File: src/rtl/controle_multiciclo.sv
// ---------------------------------------------------------------------------
// controle_multiciclo
// Main control FSM for a multicycle MIPS-like datapath. Sequences instruction
// fetch (with a configurable memory latency), decode, execute, memory access,
// write-back, branch, jump and exception handling, and drives every datapath
// write enable and mux select. Outputs are decoded from the current state;
// opcode/funct/flags are read from the (stable) IR and ALU status.
//
// Parameters
//   MEM_WAIT  memory read latency in cycles (1..7)
//   OVF_TRAP  1 = ADD/SUB/ADDI overflow raises an exception
//
// Ports
//   clk, reset                  clock, asynchronous active-high reset
//   opcode, funct               IR[31:26], IR[5:0]
//   flags                       ALU status: 0 ovf, 1 neg, 2 zero, 3 lt, 4 gt
//   pc_write .. epc_write       register write enables
//   pc_source, addr_source,
//   alu_src_a, alu_src_b,
//   reg_dst, mem_to_reg         datapath mux selects
//   alu_op                      0 ADD, 1 SUB, 2 AND
//   reset_out                   reset to datapath modules
//   state_dbg                   current state encoding
// ---------------------------------------------------------------------------
module controle_multiciclo #(
   parameter int MEM_WAIT = 2,
   parameter int OVF_TRAP = 1
) (
   input  logic       clk,
   input  logic       reset,
   input  logic [5:0] opcode,
   input  logic [5:0] funct,
   input  logic [5:0] flags,
   output logic       pc_write,
   output logic       mem_write,
   output logic       ir_write,
   output logic       reg_write,
   output logic       ab_write,
   output logic       aluout_write,
   output logic       epc_write,
   output logic [1:0] pc_source,
   output logic [1:0] addr_source,
   output logic       alu_src_a,
   output logic [1:0] alu_src_b,
   output logic [1:0] reg_dst,
   output logic       mem_to_reg,
   output logic [2:0] alu_op,
   output logic       reset_out,
   output logic [3:0] state_dbg
);

   typedef enum logic [3:0] {
      S_RESET    = 4'd0,
      S_FETCH    = 4'd1,
      S_DECODE   = 4'd2,
      S_EXEC_R   = 4'd3,
      S_EXEC_I   = 4'd4,
      S_MEM_ADDR = 4'd5,
      S_MEM_RD   = 4'd6,
      S_MEM_WR   = 4'd7,
      S_WB_ALU   = 4'd8,
      S_WB_MEM   = 4'd9,
      S_BRANCH   = 4'd10,
      S_JUMP     = 4'd11,
      S_EXC      = 4'd12
   } state_t;

   localparam logic [5:0] OP_RTYPE = 6'h00;
   localparam logic [5:0] OP_ADDI  = 6'h08;
   localparam logic [5:0] OP_LW    = 6'h23;
   localparam logic [5:0] OP_SW    = 6'h2B;
   localparam logic [5:0] OP_BEQ   = 6'h04;
   localparam logic [5:0] OP_BNE   = 6'h05;
   localparam logic [5:0] OP_J     = 6'h02;
   localparam logic [5:0] OP_SWRST = 6'h3F;

   localparam logic [5:0] FN_ADD = 6'h20;
   localparam logic [5:0] FN_SUB = 6'h22;
   localparam logic [5:0] FN_AND = 6'h24;

   localparam logic [2:0] ALU_ADD = 3'd0;
   localparam logic [2:0] ALU_SUB = 3'd1;
   localparam logic [2:0] ALU_AND = 3'd2;

   // Counter value on the last cycle of FETCH and of MEM_RD respectively.
   localparam logic [2:0] FETCH_LAST = 3'(MEM_WAIT);
   localparam logic [2:0] MEMRD_LAST = 3'(MEM_WAIT - 1);

   state_t     state, state_next;
   logic [2:0] cnt, cnt_next;
   logic       ovf_trap;

   // Only overflow and zero steer the controller; the other flags are unused.
   logic unused_flags;
   assign unused_flags = ^{flags[5:3], flags[1]};

   // The overflow decision is taken while the ALU result is still on the bus
   // (EXEC_R / EXEC_I), so a trapping op never reaches the write-back cycle.
   assign ovf_trap  = (OVF_TRAP != 0) && flags[0];
   assign state_dbg = state;

   always_ff @(posedge clk or posedge reset) begin
      if (reset) begin
         state <= S_RESET;
         cnt   <= 3'd0;
      end else begin
         state <= state_next;
         cnt   <= cnt_next;
      end
   end

   always_comb begin
      state_next   = state;
      pc_write     = 1'b0;
      mem_write    = 1'b0;
      ir_write     = 1'b0;
      reg_write    = 1'b0;
      ab_write     = 1'b0;
      aluout_write = 1'b0;
      epc_write    = 1'b0;
      pc_source    = 2'd0;
      addr_source  = 2'd0;
      alu_src_a    = 1'b0;
      alu_src_b    = 2'd0;
      reg_dst      = 2'd0;
      mem_to_reg   = 1'b0;
      alu_op       = ALU_ADD;
      reset_out    = 1'b0;

      case (state)
         S_RESET: begin
            reset_out  = 1'b1;
            state_next = S_FETCH;
         end
         S_FETCH: begin
            // Memory read of the instruction; PC+4 written together with IR.
            if (cnt == FETCH_LAST) begin
               ir_write   = 1'b1;
               pc_write   = 1'b1;
               alu_src_b  = 2'd1;
               state_next = S_DECODE;
            end
         end
         S_DECODE: begin
            // Register read plus speculative branch target PC + (imm<<2).
            ab_write     = 1'b1;
            aluout_write = 1'b1;
            alu_src_b    = 2'd3;
            case (opcode)
               OP_RTYPE:      state_next = S_EXEC_R;
               OP_ADDI:       state_next = S_EXEC_I;
               OP_LW, OP_SW:  state_next = S_MEM_ADDR;
               OP_BEQ, OP_BNE: state_next = S_BRANCH;
               OP_J:          state_next = S_JUMP;
               OP_SWRST:      state_next = S_RESET;
               default:       state_next = S_EXC;
            endcase
         end
         S_EXEC_R: begin
            alu_src_a    = 1'b1;
            aluout_write = 1'b1;
            case (funct)
               FN_ADD: begin
                  alu_op     = ALU_ADD;
                  state_next = ovf_trap ? S_EXC : S_WB_ALU;
               end
               FN_SUB: begin
                  alu_op     = ALU_SUB;
                  state_next = ovf_trap ? S_EXC : S_WB_ALU;
               end
               FN_AND: begin
                  alu_op     = ALU_AND;
                  state_next = S_WB_ALU;
               end
               default: state_next = S_EXC;
            endcase
         end
         S_EXEC_I: begin
            alu_src_a    = 1'b1;
            alu_src_b    = 2'd2;
            aluout_write = 1'b1;
            state_next   = ovf_trap ? S_EXC : S_WB_ALU;
         end
         S_MEM_ADDR: begin
            alu_src_a    = 1'b1;
            alu_src_b    = 2'd2;
            aluout_write = 1'b1;
            state_next   = (opcode == OP_LW) ? S_MEM_RD : S_MEM_WR;
         end
         S_MEM_RD: begin
            addr_source = 2'd1;
            if (cnt == MEMRD_LAST) state_next = S_WB_MEM;
         end
         S_MEM_WR: begin
            addr_source = 2'd1;
            mem_write   = 1'b1;
            state_next  = S_FETCH;
         end
         S_WB_ALU: begin
            reg_write  = 1'b1;
            reg_dst    = (opcode == OP_RTYPE) ? 2'd1 : 2'd0;
            state_next = S_FETCH;
         end
         S_WB_MEM: begin
            reg_write  = 1'b1;
            mem_to_reg = 1'b1;
            state_next = S_FETCH;
         end
         S_BRANCH: begin
            alu_src_a = 1'b1;
            alu_op    = ALU_SUB;
            if (((opcode == OP_BEQ) && flags[2]) || ((opcode == OP_BNE) && !flags[2])) begin
               pc_write  = 1'b1;
               pc_source = 2'd1;
            end
            state_next = S_FETCH;
         end
         S_JUMP: begin
            pc_write   = 1'b1;
            pc_source  = 2'd2;
            state_next = S_FETCH;
         end
         S_EXC: begin
            epc_write  = 1'b1;
            pc_write   = 1'b1;
            pc_source  = 2'd3;
            state_next = S_FETCH;
         end
         default: state_next = S_RESET;
      endcase

      // Counter restarts on each state change and saturates inside a state.
      if (state_next != state) cnt_next = 3'd0;
      else if (cnt != 3'd7)    cnt_next = cnt + 3'd1;
      else                     cnt_next = cnt;
   end

endmodule

File: config.mk
export PLATFORM = sky130hd
export DESIGN_NAME = controle_multiciclo
export DESIGN_NICKNAME = d
export VERILOG_FILES = /design/src/rtl/controle_multiciclo.sv
export SDC_FILE = /design/constraint.sdc
export NUM_CORES = 1
export LEC_CHECK = 0
export CELL_PAD_IN_SITES_DETAIL_PLACEMENT = 1
export CELL_PAD_IN_SITES_GLOBAL_PLACEMENT = 1
export CORE_MARGIN = 4
export CORE_UTILIZATION = 29
export DETAILED_ROUTE_END_ITERATION = 10
export PLACE_DENSITY = 0.95
export SETUP_SLACK_MARGIN = 0.02
export SYNTH_ARGS = -nofsm -noshare
export SYNTH_HDL_FRONTEND = slang
export SYNTH_SLANG_ARGS = --single-unit
File: constraint.sdc
create_clock -name clk -period 5 [get_ports clk]
set_clock_uncertainty 0.15 [all_clocks]
set_input_delay 0.5 -clock clk [delete_from_list [all_inputs] [get_ports clk]]
set_output_delay 0.5 -clock clk [all_outputs]
set_load 0.005 [all_outputs]
==> impl_results.md, run 1 <==
- Setup bufs post-CTS: 0
- Area delta synth->final: 44.6%
- Met3 Use GR: 2.13%
- Reg2reg setup slack: 2.87 ns
- Global-route wire length before repair: 4790 um
- Antenna diode count: 0
- RSZ-0062 raised after global routing: no
- Post-synth EDFFs: 0
- Clock Power Share: 7.7%
- Nets: 182
- Final period utilization: 62.8%
- Count of input and output buffers: 37
- Reg-to-Reg Start: state_dbg[0]
- Initial antenna violation count: 0
- # Max-Cap Violations: 0
- Syn Inst Count: 121
- Drt first pass iters: 4
- Sw Pwr: 299 uW
- Vias: 1013
- Logic pwr share: 66.9%
- Vias/cell: 5.39
- Synth area leader: dfrtp_1
- Slew @ Worst Pin: 0.590 ns
- Async S/R FF share, synth: 100%
- Crit Path Max Fanout: 5
- Yosys reg bits: 7
- Setup violations, final: 0
- Peak supply drop: 0.239 mV
- Core Footprint: 2830 um^2
- Mean post-synth cell area: 7.32 um^2
- Post-cts gate resize count: 0
- Final slew viol count: 0
- CP Capture Type: output port
- Most common cell after layout, fill and taps aside: clkdlybuf4s50_1
- CP required: 4.35 ns
- Flop pwr share: 25.4%
- Slew HR: 60.6%
- Sw frac: 47.0%
- Fill cells: 357
- Final Hold Vio Count: 0
- Clock Path Buffers: 2
- Post-synth cell types: 47
- Die width: 63.3 um
- TritonCTS buffer count: 3
- Die ar.: 4000 um^2
- Largest net degree at the start of global routing: 19
- Commonest non-fill, non-tap cells in the layout: clkdlybuf4s50_1, nand2_1, nor2_1
- Hold Crit Class: input port to asynchronous set/reset pin
- Met1 GRT Util: 16.8%
- Ratio of cells with drive above 1 in the final layout: 6.37%
- Final ANT Viol Nets: 0
- Fmax: 318 MHz
- R2r endpoint: cnt[0]
- Top FF cell, synth: dfrtp_1
- Internal power: 337 uW
- Setup TNS: 0 ns
- R2R cell count: 6
- Initial DRC Count: 81
- Root Buffer: clkbuf_4
- Status: completed
- Total gr overflow: 0
- Vias in the first global route: 1030
- CTS tree: yes
- GR peak layer: met2
- Synth area leaders: dfrtp_1, ha_1, nand2b_1
- Final wirelength: 2890 um
- Warnings, synthesis: 0
- Die Height: 63.3 um
- Final hold slack: 0.325 ns
- Clk slew on worst S/H paths: 0.05 ns
- CP Launch Type: input port
- P_leak: 0.530 nW
- Post-DP HPWL: 2370 um
- Worst skew pair latency: 0.25 ns
- Met2 usage: 28.5%
- Initial Util: 31.3%
- Wire per inst: 15.4 um
- Pwr Density: 496 nW/um^2
- Data arrival time of the worst path: 2.49 ns
- Fin crit period: 3.14 ns
- H-tree depth: 1
- Critical path class: input port to output port
- Register area share after synthesis: 19.8%
- Synth top area share: 19.8%
- CTS sink cnt: 7
- Row cnt: 19
- Post-Syn Area: 886 um^2
- RePlAce Congestion: 0.885
- Top Ports: 45
- Hold_buf cts: 0
- GR Util All Layers: 14.9%
- DR DRC count: 0
- Core Util, Final: 45.3%
## per-layer routing
metal	routed length, um	up-vias
li1	-	497
met1	1120	487
met2	1630	27
met3	127	2
met4	17	0
met5	0	-
## Yosys cell counts (all sizes together), types with 2 or more instances
cell and instances:
o22ai 2, nor2b 2, nand4 2, nor2 12, xor2 2, or2 2
o21bai 2, buf 7, a21oi 9, dfrtp 7, a211oi 3, nand2b 8
nor3 6, o211ai 3, nand2 13, ha 4, o21ai 5, nand3 4
inv 6, and2b 2, or3 3
## cell families (layout without fill, tap and decap cells)
group / count (synthesis) / in the layout / synth area share (%)
other cells: 1 / 3 / 0.423
fa+ha+maj: 4 / 4 / 5.65
compound gates: 30 / 30 / 24.2
simple gates: 61 / 61 / 37.4
xor+xnor: 3 / 3 / 2.97
mux: 1 / 1 / 1.13
flops: 7 / 7 / 19.8
buf+inv: 14 / 48 / 8.47
## registers in the layout, indices dropped and copies added (netlist names)
| signal | flops |
|---|---|
| state_dbg | 4 |
| cnt | 3 |
## stage by stage
stage          area (um^2)  setup WS (ns)  instances  total power, mW
2_1_floorplan          893           3.05        123            0.398
3_3_place_gp          1250           1.98        184            0.566
3_5_place_dp          1250           1.88        184            0.593
4_1_cts               1280           1.89        188            0.646
5_1_grt               1280           1.82        188            0.704
6_report              1280           1.86        188            0.636
## area by class of cell
| class | count | area (um^2) | area share [%] |
|---|---|---|---|
| clock buffer | 4 | 26.3 | 2.05 |
| inverter | 7 | 27.5 | 2.15 |
| multi-input combinational | 102 | 643 | 50.2 |
| sequential | 7 | 175 | 13.7 |
| tap | 31 | 38.8 | 3.03 |
| timing repair buffer | 37 | 370 | 28.9 |
## worst max-delay path by stage
stage / start / end / slack (ns) / depth (start not counted)
final: opcode[3] / pc_source[0] / 1.86 / 6
after global routing: opcode[3] / pc_source[0] / 1.82 / 6
after CTS: opcode[3] / pc_source[0] / 1.89 / 6
after detailed placement: opcode[3] / pc_source[0] / 1.88 / 6
after global placement: opcode[3] / pc_source[0] / 1.98 / 6
after floorplan: opcode[3] / pc_write / 3.05 / 4
## power by group through the flow
| stage | combinational [mW] | sequential, mW | clock [mW] |
|---|---|---|---|
| after floorplan | 0.286 | 0.112 | 0 |
| after global placement | 0.411 | 0.155 | 0 |
| after detailed placement | 0.430 | 0.162 | 0 |
| after CTS | 0.431 | 0.161 | 0.0531 |
| after global routing | 0.471 | 0.175 | 0.0582 |
| final | 0.425 | 0.161 | 0.0491 |
## worst max-delay path, stage by stage
cell and delay, ns:
clkdlybuf4s50_1 0.49, or3_1 0.44, nor3_1 0.27, nand4_1 0.17, o21ai_1 0.11, clkdlybuf4s50_1 0.52
(Power assumes the default switching activity.)
==> run 2, diff against run 1 <==
--- a/config.mk
+++ b/config.mk
@@ -8,9 +8,9 @@
 export CELL_PAD_IN_SITES_DETAIL_PLACEMENT = 1
 export CELL_PAD_IN_SITES_GLOBAL_PLACEMENT = 1
 export CORE_MARGIN = 4
-export CORE_UTILIZATION = 29
+export CORE_UTILIZATION = 27
 export DETAILED_ROUTE_END_ITERATION = 10
-export PLACE_DENSITY = 0.95
+export PLACE_DENSITY = 0.91
 export SETUP_SLACK_MARGIN = 0.02
 export SYNTH_ARGS = -nofsm -noshare
 export SYNTH_HDL_FRONTEND = slang
==> constraint.sdc (replaced) <==
create_clock -name clk -period 3 [get_ports clk]
set_clock_uncertainty 0.15 [all_clocks]
set_input_delay 0.3 -clock clk [delete_from_list [all_inputs] [get_ports clk]]
set_output_delay 0.3 -clock clk [all_outputs]
set_load 0.005 [all_outputs]
==> impl_results.md, run 2 (same netlist as run 1, synthesis figures left out) <==
- Final slew viol count: 0 (unchanged)
- Flop pwr share: 22.8% (-2.6 points)
- Sw frac: 46.9% (-0.12 points)
- # Max-Cap Violations: 0 (unchanged)
- RSZ-0062 raised after global routing: no
- Clock Path Buffers: 2 (unchanged)
- Worst skew pair latency: 0.25 ns (about the same)
- CP peak stage delay: 0.51 ns (about the same)
- Fmax: 371 MHz
- Most common cell after layout, fill and taps aside: clkdlybuf4s50_1
- Slew HR: 61.4% (+0.76 points)
- Final ANT Viol Nets: 0 (unchanged)
- Logic pwr share: 69.5% (+2.6 points)
- Global-route wire length before repair: 5180 um (+8.2%)
- Pwr Density: 830 nW/um^2 (+67%)
- DR DRC count: 0 (unchanged)
- Top Ports: 45 (unchanged)
- Core Footprint: 3100 um^2 (+9.7%)
- Area delta synth->final: 48.2%
- Fin crit period: 2.69 ns
- Final period utilization: 89.7%
- Antenna diode count: 0 (unchanged)
- Vias in the first global route: 1112 (+8.0%)
- Die Height: 65.3 um (+3.2%)
- Initial DRC Count: 26 (-68%)
- Drt first pass iters: 4 (unchanged)
- Status: completed
- P_leak: 0.540 nW (+1.9%)
- Data arrival time of the worst path: 2.24 ns (-0.25 ns)
- Vias: 1023 (+0.99%)
- Wire per inst: 15.2 um (-1.4%)
- Fill cells: 409 (+15%)
- Root Buffer: clkbuf_4
- TritonCTS buffer count: 3 (unchanged)
- Slew @ Worst Pin: 0.579 ns (-0.0114 ns)
- Final Hold Vio Count: 0 (unchanged)
- CTS sink cnt: 7 (unchanged)
- CP required: 2.55 ns (-1.80 ns)
- Clk slew on worst S/H paths: 0.05 ns (about the same)
- Top cell by count, worst path: clkdlybuf4s50_1
- Die ar.: 4260 um^2 (+6.5%)
- Crit Path Max Fanout: 5 (unchanged)
- Commonest non-fill, non-tap cells in the layout: clkdlybuf4s50_1, nand2_1, nor2_1
- Post-DP HPWL: 2540 um (+7.4%)
- Clock Power Share: 7.8% (about the same)
- Internal power: 579 uW (+72%)
- Setup TNS: 0 ns (unchanged)
- Sw Pwr: 510 uW (+71%)
- CP Launch Type: input port
- RePlAce Congestion: 0.873 (-1.3%)
- Setup bufs post-CTS: 0 (unchanged)
- Vias/cell: 5.04 (-6.5%)
- Critical path class: input port to output port
- Cell Chain, Critical Path: clkdlybuf4s50_1 > or3_1 > nor3_1 > nand4_1 > nand3_1 > clkdlybuf4s50_1
- Hold_buf cts: 0 (unchanged)
- Nets: 184 (+1.1%)
- Largest net degree at the start of global routing: 19 (unchanged)
- CTS tree: yes
- Final wirelength: 3080 um (+6.5%)
- Number of flip-flops in the largest register: 4 (unchanged)
- Post-cts gate resize count: 0 (unchanged)
- Slowest-stage cell, CP: clkdlybuf4s50_1
- Initial antenna violation count: 0 (unchanged)
- Peak supply drop: 0.307 mV (+28%)
- Total gr overflow: 0 (unchanged)
- Count of input and output buffers: 37 (unchanged)
- Ratio of cells with drive above 1 in the final layout: 7.55% (+1.2 points)
- CP Capture Type: output port
- Setup violations, final: 0 (unchanged)
- GR Util All Layers: 15.5% (+0.57 points)
- H-tree depth: 1 (unchanged)
- Hold Crit Class: input port to asynchronous set/reset pin
- Die width: 65.3 um (+3.2%)
- Row cnt: 20 (+1)
- Core Util, Final: 42.3% (-3.0 points)
- Initial Util: 28.5% (-2.8 points)
- Tot Pwr: 1.09 mW (+71%)
[run 2: cell count changes in the layout (fill, tap and decap cells not counted)]
| cell | before | now |
|---|---|---|
| buf_4 | 0 | 2 |
[run 2: power by group through the flow]
stage | sequential [mW] | combinational [mW] | clock [mW]
CTS | 0.250 | 0.767 | 0.0883
global route | 0.262 | 0.843 | 0.0967
floorplan | 0.186 | 0.477 | 0
finish | 0.248 | 0.757 | 0.0845
detailed placement | 0.251 | 0.762 | 0
global placement | 0.243 | 0.733 | 0
[run 2: critical path, delay by kind of cell]
kind | cells | cell delay (ns)
simple gates | 4 | 0.95
buf+inv | 2 | 1.00
[run 2: layout make-up]
cell class | count | area, um^2 | area share, %
multi-input cells | 102 | 643 | 49.0
repair buffers | 39 | 385 | 29.4
flip-flops and latches | 7 | 175 | 13.3
well taps | 44 | 55.1 | 4.19
inverters | 7 | 27.5 | 2.10
clock buffers | 4 | 26.3 | 2.00
[run 2: metrics by stage]
step / setup slack, ns / cells / hold slack (ns) / instance area (um^2)
2_1_floorplan: 1.28 / 123 / -0.0466 / 893
3_3_place_gp: 0.380 / 199 / 0.392 / 1290
3_5_place_dp: 0.294 / 199 / 0.402 / 1290
4_1_cts: 0.292 / 203 / 0.138 / 1310
5_1_grt: 0.0966 / 203 / 0.154 / 1310
6_report: 0.308 / 203 / 0.134 / 1310
[run 2: path summary, 6_finish.rpt]
kind / slack, ns / from / end / cells past startpoint
hold reg to reg: 0.48 / cnt[2] / cnt[2] / 2
max in group asynchronous: 2.36 / reset / cnt[1] / 2
setup reg to reg: 0.94 / state_dbg[2] / cnt[0] / 6
min in group clk: 0.48 / cnt[2] / cnt[2] / 2
setup / recovery: 0.31 / opcode[3] / pc_write / 6
hold / removal: 0.13 / reset / state_dbg[1] / 2
[run 2: metal layers]
metal | part of all wire (%) | vias up | GRT usage [%] | routed length [um]
met3 | 3.7 | 2 | 2.91 | 115
met1 | 41 | 488 | 18.3 | 1270
met5 | 0 | - | 0 | 0
li1 | - | 504 | - | -
met2 | 54 | 29 | 28.7 | 1670
met4 | 0.62 | 0 | 3.11 | 19
==> run 3, diff against run 2 <==
--- a/config.mk
+++ b/config.mk
@@ -10,6 +10,7 @@
 export CORE_MARGIN = 4
 export CORE_UTILIZATION = 27
 export DETAILED_ROUTE_END_ITERATION = 10
+export GPL_TIMING_DRIVEN = 0
 export PLACE_DENSITY = 0.91
 export SETUP_SLACK_MARGIN = 0.02
 export SYNTH_ARGS = -nofsm -noshare
==> impl_results.md, run 3 (same netlist as run 1, synthesis figures left out) <==
- Final Hold Vio Count: 0 (unchanged)
- CP required: 2.55 ns (about the same)
- Hold Crit Class: input port to asynchronous set/reset pin
- Slowest-stage cell, CP: clkdlybuf4s50_1
- Top cell by count, worst path: clkdlybuf4s50_1
- Count of input and output buffers: 37 (unchanged)
- Setup violations, final: 0 (unchanged)
- Die width: 65.3 um (unchanged)
- Ratio of cells with drive above 1 in the final layout: 10.4% (+2.8 points)
- Initial Util: 28.5% (unchanged)
- CP Launch Type: input port
- Critical path buffers and inverters: 2 (unchanged)
- Global-route wire length before repair: 5160 um (-0.39%)
- Crit Path Max Fanout: 5 (unchanged)
- CP Capture Type: output port
- Core Footprint: 3100 um^2 (unchanged)
- Initial DRC Count: 24 (-7.7%)
- Pwr Density: 836 nW/um^2 (+0.75%)
- RSZ-0062 raised after global routing: no
- Wire per inst: 15.3 um (+0.58%)
- Cell Chain, Critical Path: clkdlybuf4s50_1 > or3_1 > nor3_1 > nand4_1 > o21ai_1 > clkdlybuf4s50_1
- Reg2reg setup slack: 1.11 ns (+0.17 ns)
- Largest net degree at the start of global routing: 11 (-8)
- Die Height: 65.3 um (unchanged)
- Post-cts gate resize count: 0 (unchanged)
- Post-DP HPWL: 2610 um (+2.7%)
- CTS sink cnt: 7 (unchanged)
- CTS tree: yes
- Post-Layout Cell Count: 208 (+2.5%)
- CP peak stage delay: 0.52 ns (about the same)
- Status: completed
- CP delay by family, top: buffers and inverters
- Setup TNS: 0 ns (unchanged)
- Area delta synth->final: 52.0%
- Critical path class: input port to output port
- Core Util, Final: 43.4% (+1.1 points)
- Antenna diode count: 0 (unchanged)
- Vias: 1064 (+4.0%)
- Row cnt: 20 (unchanged)
- Final hold slack: 0.120 ns (-0.0140 ns)
- # Max-Cap Violations: 0 (unchanged)
- Number of flip-flops in the largest register: 4 (unchanged)
- GR Util All Layers: 15.5% (+0.022 points)
- Root Buffer: clkbuf_4
- Final period utilization: 90.4% (+0.70 points)
- Initial antenna violation count: 0 (unchanged)
- Final ANT Viol Nets: 0 (unchanged)
- Setup bufs post-CTS: 0 (unchanged)
- Final slew viol count: 0 (unchanged)
- Worst skew pair latency: 0.26 ns (about the same)
- P_leak: 0.566 nW (+4.8%)
- Fin crit period: 2.71 ns (+0.0211 ns)
- DR DRC count: 0 (unchanged)
- Vias in the first global route: 1104 (-0.72%)
- RePlAce Congestion: 0.873 (about the same)
- Top Ports: 45 (unchanged)
- Hold_buf cts: 0 (unchanged)
- Tot Pwr: 1.13 mW (+3.3%)
- Fmax: 369 MHz (-0.78%)
- Final wirelength: 3170 um (+3.1%)
- Clk slew on worst S/H paths: 0.06 ns (about the same)
- Drt first pass iters: 4 (unchanged)
- Total gr overflow: 0 (unchanged)
- Commonest non-fill, non-tap cells in the layout: clkdlybuf4s50_1, nand2_1, nor2_1
- Data arrival time of the worst path: 2.26 ns (+0.02 ns)
- Peak supply drop: 0.262 mV (-15%)
- H-tree depth: 1 (unchanged)
- Clock Path Buffers: 2 (unchanged)
- Most common cell after layout, fill and taps aside: clkdlybuf4s50_1
- TritonCTS buffer count: 3 (unchanged)
- Vias/cell: 5.12 (+1.5%)
- Nets: 189 (+2.7%)
- DP Cell Count: 204 (+2.5%)
- Die ar.: 4260 um^2 (unchanged)
==> run 3: cell count changes in the layout (fill, tap and decap cells not counted), sizes merged <==
cell | before | now
clkinv | 1 | 2
clkbuf | 4 | 3
buf | 2 | 7
==> run 3: worst paths after layout <==
check	startpoint	end	depth (start not counted)
hold / removal	reset	state_dbg[2]	2
hold reg to reg	cnt[2]	cnt[2]	2
setup reg to reg	cnt[0]	cnt[1]	8
min in group clk	cnt[2]	cnt[2]	2
setup / recovery	opcode[3]	pc_source[0]	6
max in group asynchronous	reset	state_dbg[3]	2
==> run 3: layout make-up <==
cell class	instances	area, um^2
timing repair buffer	37	370
clock buffer	3	22.5
fill	412	1760
sequential	7	175
clock inverter	1	5.00
buffer	7	47.5
tap	44	55.1
inverter	7	27.5
multi-input combinational	102	643
==> run 3: per-layer routing <==
metal / vias to the layer above / wire [um] / part of all wire [%] / track usage (%)
met1: 508 / 1350 / 42 / 18.8
met3: 4 / 138 / 4.3 / 2.22
met2: 37 / 1660 / 52 / 27.6
met4: 0 / 32 / 1.0 / 5.44
li1: 515 / - / - / -
met5: - / 0 / 0 / 0
==> run 3: worst reg2reg max path, stage by stage (launching register included) <==
cell      delay [ns]
dfrtp_1         0.42
inv_1           0.07
ha_1            0.20
nand2b_1        0.14
or3_4           0.17
clkinv_2        0.06
a211oi_2        0.22
o211ai_2        0.15
nor3_1          0.22
==> run 3: through the flow <==
stage               setup WS [ns]  area (um^2)
floorplan                    1.28          893
global placement            0.374         1320
detailed placement          0.280         1320
CTS                         0.277         1350
global route                0.112         1350
finish                      0.287         1350
==> run 3: power breakdown <==
part | total (mW) | switching [mW] | internal [mW]
clock | 0.0901 | 0.0411 | 0.0490
sequential | 0.206 | 0.0714 | 0.134
combinational | 0.830 | 0.425 | 0.405
total | 1.13 | 0.538 | 0.588
